===== src/rtl/univ_shift_reg.sv =====
// univ_shift_reg: universal register with hold, load, shift, rotate and clear, plus FSM-driven burst shifts.
module univ_shift_reg #(
  parameter int WIDTH = 8,
  parameter int AMT_W = 4,
  parameter logic [WIDTH-1:0] RESET_VAL = '0
) (
  input  logic             clk_in,
  input  logic             rst_in,
  input  logic             en_in,
  input  logic             start_in,
  input  logic [2:0]       mode_in,
  input  logic [AMT_W-1:0] amt_in,
  input  logic [WIDTH-1:0] d_in,
  input  logic             ser_r_in,
  input  logic             ser_l_in,
  output logic [WIDTH-1:0] q_out,
  output logic             ser_l_out,
  output logic             ser_r_out,
  output logic             busy_out,
  output logic             done_out
);
  typedef enum logic [1:0] {IDLE, RUN, DONE} state_t;
  state_t           state;
  logic [2:0]       op;
  logic [2:0]       sel;
  logic [AMT_W-1:0] rem;
  logic [WIDTH-1:0] nxt;
  logic             shift_mode;
  assign sel        = (state == RUN) ? op : mode_in;
  assign shift_mode = (mode_in >= 3'd2) && (mode_in <= 3'd6);
  assign ser_l_out  = q_out[WIDTH-1];
  assign ser_r_out  = q_out[0];
  assign busy_out   = (state == RUN);
  assign done_out   = (state == DONE);
  always_comb begin
    nxt = (sel == 3'd1) ? d_in :
          (sel == 3'd2) ? {q_out[WIDTH-2:0], ser_r_in} :
          (sel == 3'd3) ? {ser_l_in, q_out[WIDTH-1:1]} :
          (sel == 3'd4) ? {q_out[WIDTH-2:0], q_out[WIDTH-1]} :
          (sel == 3'd5) ? {q_out[0], q_out[WIDTH-1:1]} :
          (sel == 3'd6) ? {q_out[WIDTH-1], q_out[WIDTH-1:1]} :
          (sel == 3'd7) ? '0 : q_out;
  end
  // Bursts of one step, and non-shift starts, go straight to DONE; amt_in==0 leaves q untouched.
  always_ff @(posedge clk_in or posedge rst_in) begin
    if (rst_in) begin
      q_out <= RESET_VAL;
      state <= IDLE;
      rem   <= '0;
      op    <= '0;
    end else if (state == RUN) begin
      q_out <= nxt;
      rem   <= rem - AMT_W'(1);
      if (rem == AMT_W'(1)) state <= DONE;
    end else if (start_in) begin
      if (shift_mode && amt_in >= AMT_W'(2)) begin
        q_out <= nxt;
        op    <= mode_in;
        rem   <= amt_in - AMT_W'(1);
        state <= RUN;
      end else begin
        if (amt_in != '0) q_out <= nxt;
        state <= DONE;
      end
    end else begin
      if (en_in) q_out <= nxt;
      state <= IDLE;
    end
  end
endmodule

===== config.mk =====
export PLATFORM = sky130hd
export DESIGN_NAME = univ_shift_reg
export DESIGN_NICKNAME = d
export VERILOG_FILES = /design/src/rtl/univ_shift_reg.sv
export SDC_FILE = /design/constraint.sdc
export NUM_CORES = 1
export LEC_CHECK = 0
export ABC_AREA = 0
export ABC_CLOCK_PERIOD_IN_PS = 2700
export CORE_MARGIN = 2
export CORE_UTILIZATION = 40
export CTS_BUF_LIST = sky130_fd_sc_hd__clkbuf_8
export CTS_CLUSTER_DIAMETER = 60
export DETAILED_ROUTE_END_ITERATION = 8
export PLACE_DENSITY = 0.64
export SETUP_SLACK_MARGIN = 0.05
export SKIP_CTS_REPAIR_TIMING = 1
export SLEW_MARGIN = 40
export SYNTH_ARGS = -nofsm -noshare
export SYNTH_HDL_FRONTEND = slang
export SYNTH_SLANG_ARGS = --single-unit

===== constraint.sdc =====
create_clock -name clk_in -period 2.7 [get_ports clk_in]
set_clock_uncertainty 0.1 [all_clocks]
set_input_delay 0.54 -clock clk_in [delete_from_list [all_inputs] [get_ports clk_in]]
set_output_delay 0.54 -clock clk_in [all_outputs]
set_load 0.01 [all_outputs]

# --- Yosys cells after proc, flatten, opt, wreduce, memory -nomap -nowiden ---
# Cells that the tools add are included.
op_classes:
  addsub: 2
  multipliers: 0
  div_mod_pow: 0
  n_lt_le_gt_ge: 3
  n_eq_ne: 12
  n_shift: 0
  n_mux: 20
  bitwise: 1
  n_reduce_logical: 9
op_table:
  columns: ["cell", "n"]
  rows:
  - ["two-way mux 8 bit", 12]
  - ["== test 3 bit (second input constant)", 4]
  - ["two-way mux 4 bit", 3]
  - ["two-way mux 2 bit", 4]
  - ["subtractor 4 x 1 -> 4 bit (second input constant)", 2]
  - ["== test 3 x 2 -> 1 bit (second input constant)", 2]
  - ["== test 4 x 1 -> 1 bit (second input constant)", 1]
  - [">= comparator 4 x 2 -> 1 bit (second input constant)", 1]
  - ["!= test 4 x 1 -> 1 bit (second input constant)", 1]
  - ["AND reduction 2 bit", 2]
  - ["nonzero test 2 bit", 2]
  - ["nonzero test 4 bit", 1]
  - ["== test 3 x 1 -> 1 bit (second input constant)", 1]
  - [">= comparator 3 x 2 -> 1 bit (second input constant)", 1]
  - ["<= comparator 3 bit (second input constant)", 1]
  - ["two-way mux 3 bit", 1]
  - ["AND reduction 3 bit", 1]
  - ["nonzero test 3 bit", 1]
  - ["== test 2 x 1 -> 1 bit (second input constant)", 1]
  - ["== test 2 bit (second input constant)", 1]
  - ["logical AND 1 bit", 2]
  - ["!= test 2 x 1 -> 1 bit (second input constant)", 1]
  - ["inverter 1 bit", 1]
word_totals:
  regBits: 17
  latch_bits: 0
  ramBits: 0
  rom_bits: 0
  in_bits: 21
  out_inout_bits: 12
  wordCells: 51
  mem_count: 0

# --- Depth between registers and ports, before layout ---
# Gate-level depths: netlist (run 1).
depth:
  ltp_word: 14
  mapped_depth: 9
  ltp_nobuf: 7

# --- Worst setup path after synthesis (run 1) ---
# Ideal clock, no wire load.
synth_timing:
  path_type: "input port to flip-flop"
  from: "in amt_in[0]"
  to: "reg op[0]"
  setup_ps: 125
  arrival_time_ps: 1832
  required_time_ps: 2475
  slack_ps: 643
  stages: 7
  n_path_buf: 1
  cell_sequence: "inv_1 > ha_1 > nor4_1 > nor3_1 > and3_1 > buf_2 > mux2_2"
synth_between:
  elab_chain_len: 3
synth_rtl:
  columns: ["element", "line", "rtl"]
  rows:
  - ["from (decl)", "12", "input logic [AMT_W-1:0] amt_in,"]
  - [">= comparator 4 x 2 -> 1 bit", "56", "if (shift_mode && amt_in >= AMT_W'(2)) begin"]
  - ["logical AND 1 bit", "56", null]
  - ["AND reduction 3 bit (no line)", null, null]
  - ["to (signal assigned)", "58", "op <= mode_in;"]
  - ["to (decl)", "24", "logic [2:0] op;"]
# Every way passes these cells.
# A chain may end at the register's enable or synchronous reset.

# --- Final worst setup path (run 1) ---
layout_timing:
  from: "in amt_in[0]"
  to: "reg op[1]"
# The elaborated chain is that of the path after synthesis.

==> results.sh, run 1 <==
export IMPL_via_count=1150
export IMPL_detail_route_wl_per_cell_um=14.2
export IMPL_clk_latency_ns=0.25
export IMPL_worst_pin_slew_ns=0.657
export IMPL_h_tree_depth=1
export IMPL_antenna_left=0
export IMPL_fp_dieH_um=60.8
export IMPL_synth_ff_type="dfrtp_1"
export IMPL_cp_top_family="simple AND/OR/NAND/NOR gates"
export IMPL_globalplace_congestion=0.805
export IMPL_ys_ff_latch=17
export IMPL_routed_wl_mm=3.02
export IMPL_fill_cells=292
export IMPL_endpoint_kind="flop"
export IMPL_slowest_stage="nor3_1"
export IMPL_cts_buffers=3
export IMPL_synth_area_per_cell_sq_um=9.62
export IMPL_synth_edff_count=0
export IMPL_die_area_sq_mm=0.00369
export IMPL_hold_viol=0
export IMPL_finalPower_mw=2.06
export IMPL_setup_tns_ns=0
export IMPL_remaining_drc_errors=0
export IMPL_slew_headroom=0.561
export IMPL_final_layout_size_suffix_gt1_frac=0.136
export IMPL_cp_num_buf_inv=2
export IMPL_crit_fanout=5
export IMPL_syn_cell_area_sq_mm=0.00129
export IMPL_crit_path_start_kind="input port"
export IMPL_cts_sinks=17
export IMPL_clockBufferDepth=2
export IMPL_regArea_sq_um=425
export IMPL_fmaxAchievable_mhz=417
export IMPL_final_nets=196
export IMPL_hpwl_mm=2.32
export IMPL_grt_pass1_wl_mm=5.18
export IMPL_diodes=0
export IMPL_die_width_um=60.8
export IMPL_slew_viol_final=0
export IMPL_yosys_cell_count_top_type="dfrtp_1"
export IMPL_synthTopCellsByCount="dfrtp_1 (17), nand2_1 (13), nor2_1 (11)"
export IMPL_drt_pass1_iterations=4
export IMPL_grt_setup_unrepaired="no"
export IMPL_synth_cells=134
export IMPL_instances_no_fill=213
export IMPL_drv_cap=0
export IMPL_ys_warnings_count=0
export IMPL_ir_drop_mv=0.423
export IMPL_cp_cell_sequence="clkdlybuf4s50_1 -> inv_1 -> ha_1 -> nor4_1 -> nor3_1 -> and3_1 -> mux2_2"
export IMPL_yosysUniqueCellTypes=43
export IMPL_routed_via_density=5.40
export IMPL_clk_pin_slew_ns=0.07
export IMPL_synth_area_leaders="dfrtp_1 (33%), a221oi_1 (5.4%), mux2i_1 (5.4%)"
export IMPL_critPathKind="in2reg"
export IMPL_area_growth_pct=31.4
export IMPL_clockRootBuffer="clkbuf_8"
export IMPL_max_stage_delay_ns=0.44
export IMPL_grt_overflow_total=0
export IMPL_num_io_pins=33
export IMPL_core_area_sq_mm=0.00305
export IMPL_p_leak_nw=0.700
export IMPL_fin_crit_sh=0.889
export IMPL_syn_nets=160
export IMPL_antenna_found_initial=0
export IMPL_status="complete, no violations"
export IMPL_yosysTopAreaCell="dfrtp_1"
export IMPL_rrSetupSlack_ns=0.69
export IMPL_grt_total_usage=0.187
export IMPL_start_util=0.422
export IMPL_grt_max_degree=18
export IMPL_async_flop_share=1.00
export IMPL_hold_path_class="reg2reg"
export IMPL_power_density_mw_per_mm2=1210
export IMPL_yosysSeqAreaShare=0.330
export IMPL_numPortBuffers=32
export IMPL_multi_input_area_sq_um=747
export IMPL_required_ns=2.74
export IMPL_drtIter0Drc=72
export IMPL_setup_viol=0
export IMPL_crit_arrival_ns=2.44
export IMPL_grt_pass1_vias=1154
export IMPL_finalCriticalPeriod_ns=2.40
export IMPL_synthDominantCellAreaShare=0.330
export IMPL_dp_cells=209
export IMPL_fp_row_count=20
export IMPL_tritoncts="yes"
-- layout make-up --
cell class / count / share of cell area
clock buffer: 3 / 0.0244
clock inverter: 1 / 0.00222
inverter: 10 / 0.0237
multi-input combinational: 98 / 0.441
sequential: 17 / 0.251
tap: 44 / 0.0325
timing repair buffer: 40 / 0.225
-- power by group --
part	internal (mW)	switching, mW	total [mW]	leakage (nW)
Sequential	0.386	0.150	0.536	0.205
Clock	0.101	0.0857	0.187	0.0269
Combinational	0.673	0.660	1.33	0.468
-- kinds of logic after synthesis --
| family | after synthesis | synth area share |
|---|---|---|
| flops | 17 | 0.330 |
| compound gates | 33 | 0.217 |
| xor+xnor | 4 | 0.0272 |
| buf+inv | 19 | 0.0903 |
| mux | 14 | 0.123 |
| fa+ha+maj | 5 | 0.0485 |
| simple gates | 42 | 0.164 |
-- through the flow --
| stage | setup WS (ns) | hold slack [ns] | util | area, sq um |
|---|---|---|---|---|
| after detailed placement | 0.0247 | 0.418 | 0.540 | 1650 |
| final | 0.300 | 0.435 | 0.555 | 1690 |
| after global routing | 0.156 | 0.461 | 0.555 | 1690 |
| after global placement | 0.0964 | 0.413 | 0.540 | 1650 |
| after floorplan | 0.643 | 0.366 | - | 1290 |
| after CTS | 0.290 | 0.431 | 0.555 | 1690 |
-- metal layers --
layer	part of all wire	vias up	global-route usage	wire, um
li1	-	571	-	-
met1	0.48	534	0.253	1470
met2	0.45	41	0.298	1370
met3	0.053	4	0.0341	160
met4	0.0099	0	0.0714	30
met5	0	-	0	0
-- state kept, by name, summed over array words and instances (netlist names) --
signal / cells
op: 3
q_out: 8
rem: 4
state: 2
-- path summary, 6_finish.rpt --
path	from	to	depth (start not counted)
max	amt_in[0]	op[1]	7
min	rem[2]	rem[2]	1
max reg2reg	state[1]	q_out[0]	6
min reg2reg	rem[2]	rem[2]	1
max in group asynchronous	rst_in	q_out[6]	2
min in group asynchronous	rst_in	state[1]	2
-- layout by cell type, fill, tap and decap left out, drive strengths merged, types with 4 or more instances in the layout --
| cell type | count |
|---|---|
| a21oi | 4 |
| a221oi | 9 |
| buf | 8 |
| clkdlybuf4s50 | 32 |
| dfrtp | 17 |
| ha | 5 |
| inv | 11 |
| mux2 | 6 |
| mux2i | 8 |
| nand2 | 13 |
| nor2 | 11 |
| nor3 | 5 |
| o21ai | 4 |
| o31ai | 4 |
Power figures use the tool's default switching activity.
==> run 2: changes to the inputs <==
SLEW_MARGIN = 20   (was 40)
==> results of run 2 <==
Final layout, timing and power as in run 1 (identical DEF).
==> run 3: changes to the inputs <==
CORE_ASPECT_RATIO = 1.25   (was default)
GPL_ROUTABILITY_DRIVEN = 0   (was default)
==> results.sh, run 3 (synthesis results as in run 1) <==
export IMPL_status="complete, no violations"
export IMPL_hpwl_mm=2.35
export IMPL_required_ns=2.74
export IMPL_grt_overflow_total=0
export IMPL_endpoint_kind="flop"
export IMPL_core_area_sq_mm=0.00314
export IMPL_drt_pass1_iterations=4
export IMPL_fp_dieH_um=67.5
export IMPL_mostFrequentLayoutCells="clkdlybuf4s50_1 (32), dfrtp_1 (17), nand2_1 (13), nor2_1 (11), inv_1 (10)"
export IMPL_final_common_cell="clkdlybuf4s50_1"
export IMPL_hold_viol=0
export IMPL_h_tree_depth=1
export IMPL_multi_input_area_sq_um=747
export IMPL_grt_pass1_vias=1092
export IMPL_slew_headroom=0.565
export IMPL_final_layout_size_suffix_gt1_frac=0.126
export IMPL_final_nets=194
export IMPL_crit_path_start_kind="input port"
export IMPL_fill_cells=291
export IMPL_numPortBuffers=32
export IMPL_ir_drop_mv=0.802
export IMPL_top_register="q_out"
export IMPL_fin_crit_sh=0.882
export IMPL_die_width_um=54.8
export IMPL_routed_via_density=5.74
export IMPL_cp_cell_sequence="clkdlybuf4s50_1 -> inv_1 -> ha_1 -> nor4_1 -> nor3_1 -> and3_1 -> mux2_2"
export IMPL_crit_fanout=5
export IMPL_fp_row_count=23
export IMPL_via_count=1171
export IMPL_routed_wl_mm=3.01
export IMPL_grt_setup_unrepaired="no"
export IMPL_num_io_pins=33
export IMPL_grt_max_degree=18
export IMPL_crit_arrival_ns=2.42
export IMPL_antenna_found_initial=0
export IMPL_slowest_stage="clkdlybuf4s50_1"
export IMPL_detail_route_wl_per_cell_um=14.8
export IMPL_p_leak_nw=0.690
export IMPL_hold_path_class="reg2reg"
export IMPL_start_util=0.411
export IMPL_clk_pin_slew_ns=0.07
export IMPL_worst_pin_slew_ns=0.652
export IMPL_remaining_drc_errors=0
export IMPL_top_regs="q_out (8), rem (4), op (3)"
export IMPL_regArea_sq_um=425
export IMPL_finalPower_mw=2.02
export IMPL_largest_register_ffs=8
export IMPL_grt_pass1_wl_mm=4.89
export IMPL_cp_num_buf_inv=2
export IMPL_drtIter0Drc=45
export IMPL_area_growth_pct=29.5
export IMPL_drv_cap=0
export IMPL_slew_viol_final=0
export IMPL_max_stage_delay_ns=0.43
export IMPL_finalCriticalPeriod_ns=2.38
export IMPL_fmaxAchievable_mhz=420
export IMPL_cts_buffers=3
export IMPL_power_density_mw_per_mm2=1210
export IMPL_setup_tns_ns=0
export IMPL_clockBufferDepth=2
export IMPL_clockRootBuffer="clkbuf_8"
export IMPL_cp_top_family="simple AND/OR/NAND/NOR gates"
export IMPL_clk_latency_ns=0.25
export IMPL_cts_sinks=17
export IMPL_critPathKind="in2reg"
export IMPL_antenna_left=0
export IMPL_setup_viol=0
export IMPL_pre_cts_ws_ns=0.0333
export IMPL_setup_ws_ns=0.318
export IMPL_diodes=0
export IMPL_grt_total_usage=0.180
export IMPL_tritoncts="yes"
export IMPL_die_area_sq_mm=0.00369
[run 3: report_power, final]
part	internal [mW]	switching [mW]	total, mW
logic	0.647	0.652	1.30
registers	0.386	0.147	0.533
clock network	0.101	0.0838	0.185
[run 3: worst reg2reg max path, delay by kind of cell (launching register included)]
kind,cells,cell delay (ns)
buf+inv,2,0.40
compound gates,2,0.43
flops,1,0.37
mux,1,0.44
simple gates,1,0.25
[run 3: area by class of cell]
type | instances | area share
Multi-Input combinational cell | 98 | 0.448
Sequential cell | 17 | 0.255
Timing Repair Buffer | 38 | 0.219
Tap cell | 37 | 0.0277
Clock buffer | 3 | 0.0247
Inverter | 10 | 0.0240
Clock inverter | 1 | 0.00225
[run 3: path summary, 6_finish.rpt]
kind	startpoint	to	slack, ns	cells after the start
max in group asynchronous	rst_in	rem[2]	1.50	2
worst min register to register	rem[2]	rem[2]	0.43	1
min in group asynchronous	rst_in	q_out[4]	0.58	2
worst max-delay path	amt_in[0]	op[2]	0.32	7
worst min-delay path	rem[2]	rem[2]	0.43	1
worst max register to register	state[1]	q_out[4]	0.60	6
[run 3: metal layers]
layer	global-route usage	wire (um)
met1	0.228	1300
met2	0.290	1510
met3	0.0332	159
met4	0.0813	47
met5	0	0
[run 3: per-stage QoR]
stage | std cells | cell area (sq um) | hold slack, ns | utilization
2_1_floorplan | 134 | 1290 | 0.366 | -
3_3_place_gp | 200 | 1620 | 0.411 | 0.518
3_5_place_dp | 200 | 1620 | 0.421 | 0.518
4_1_cts | 204 | 1670 | 0.431 | 0.532
5_1_grt | 204 | 1670 | 0.471 | 0.532
6_report | 204 | 1670 | 0.434 | 0.532
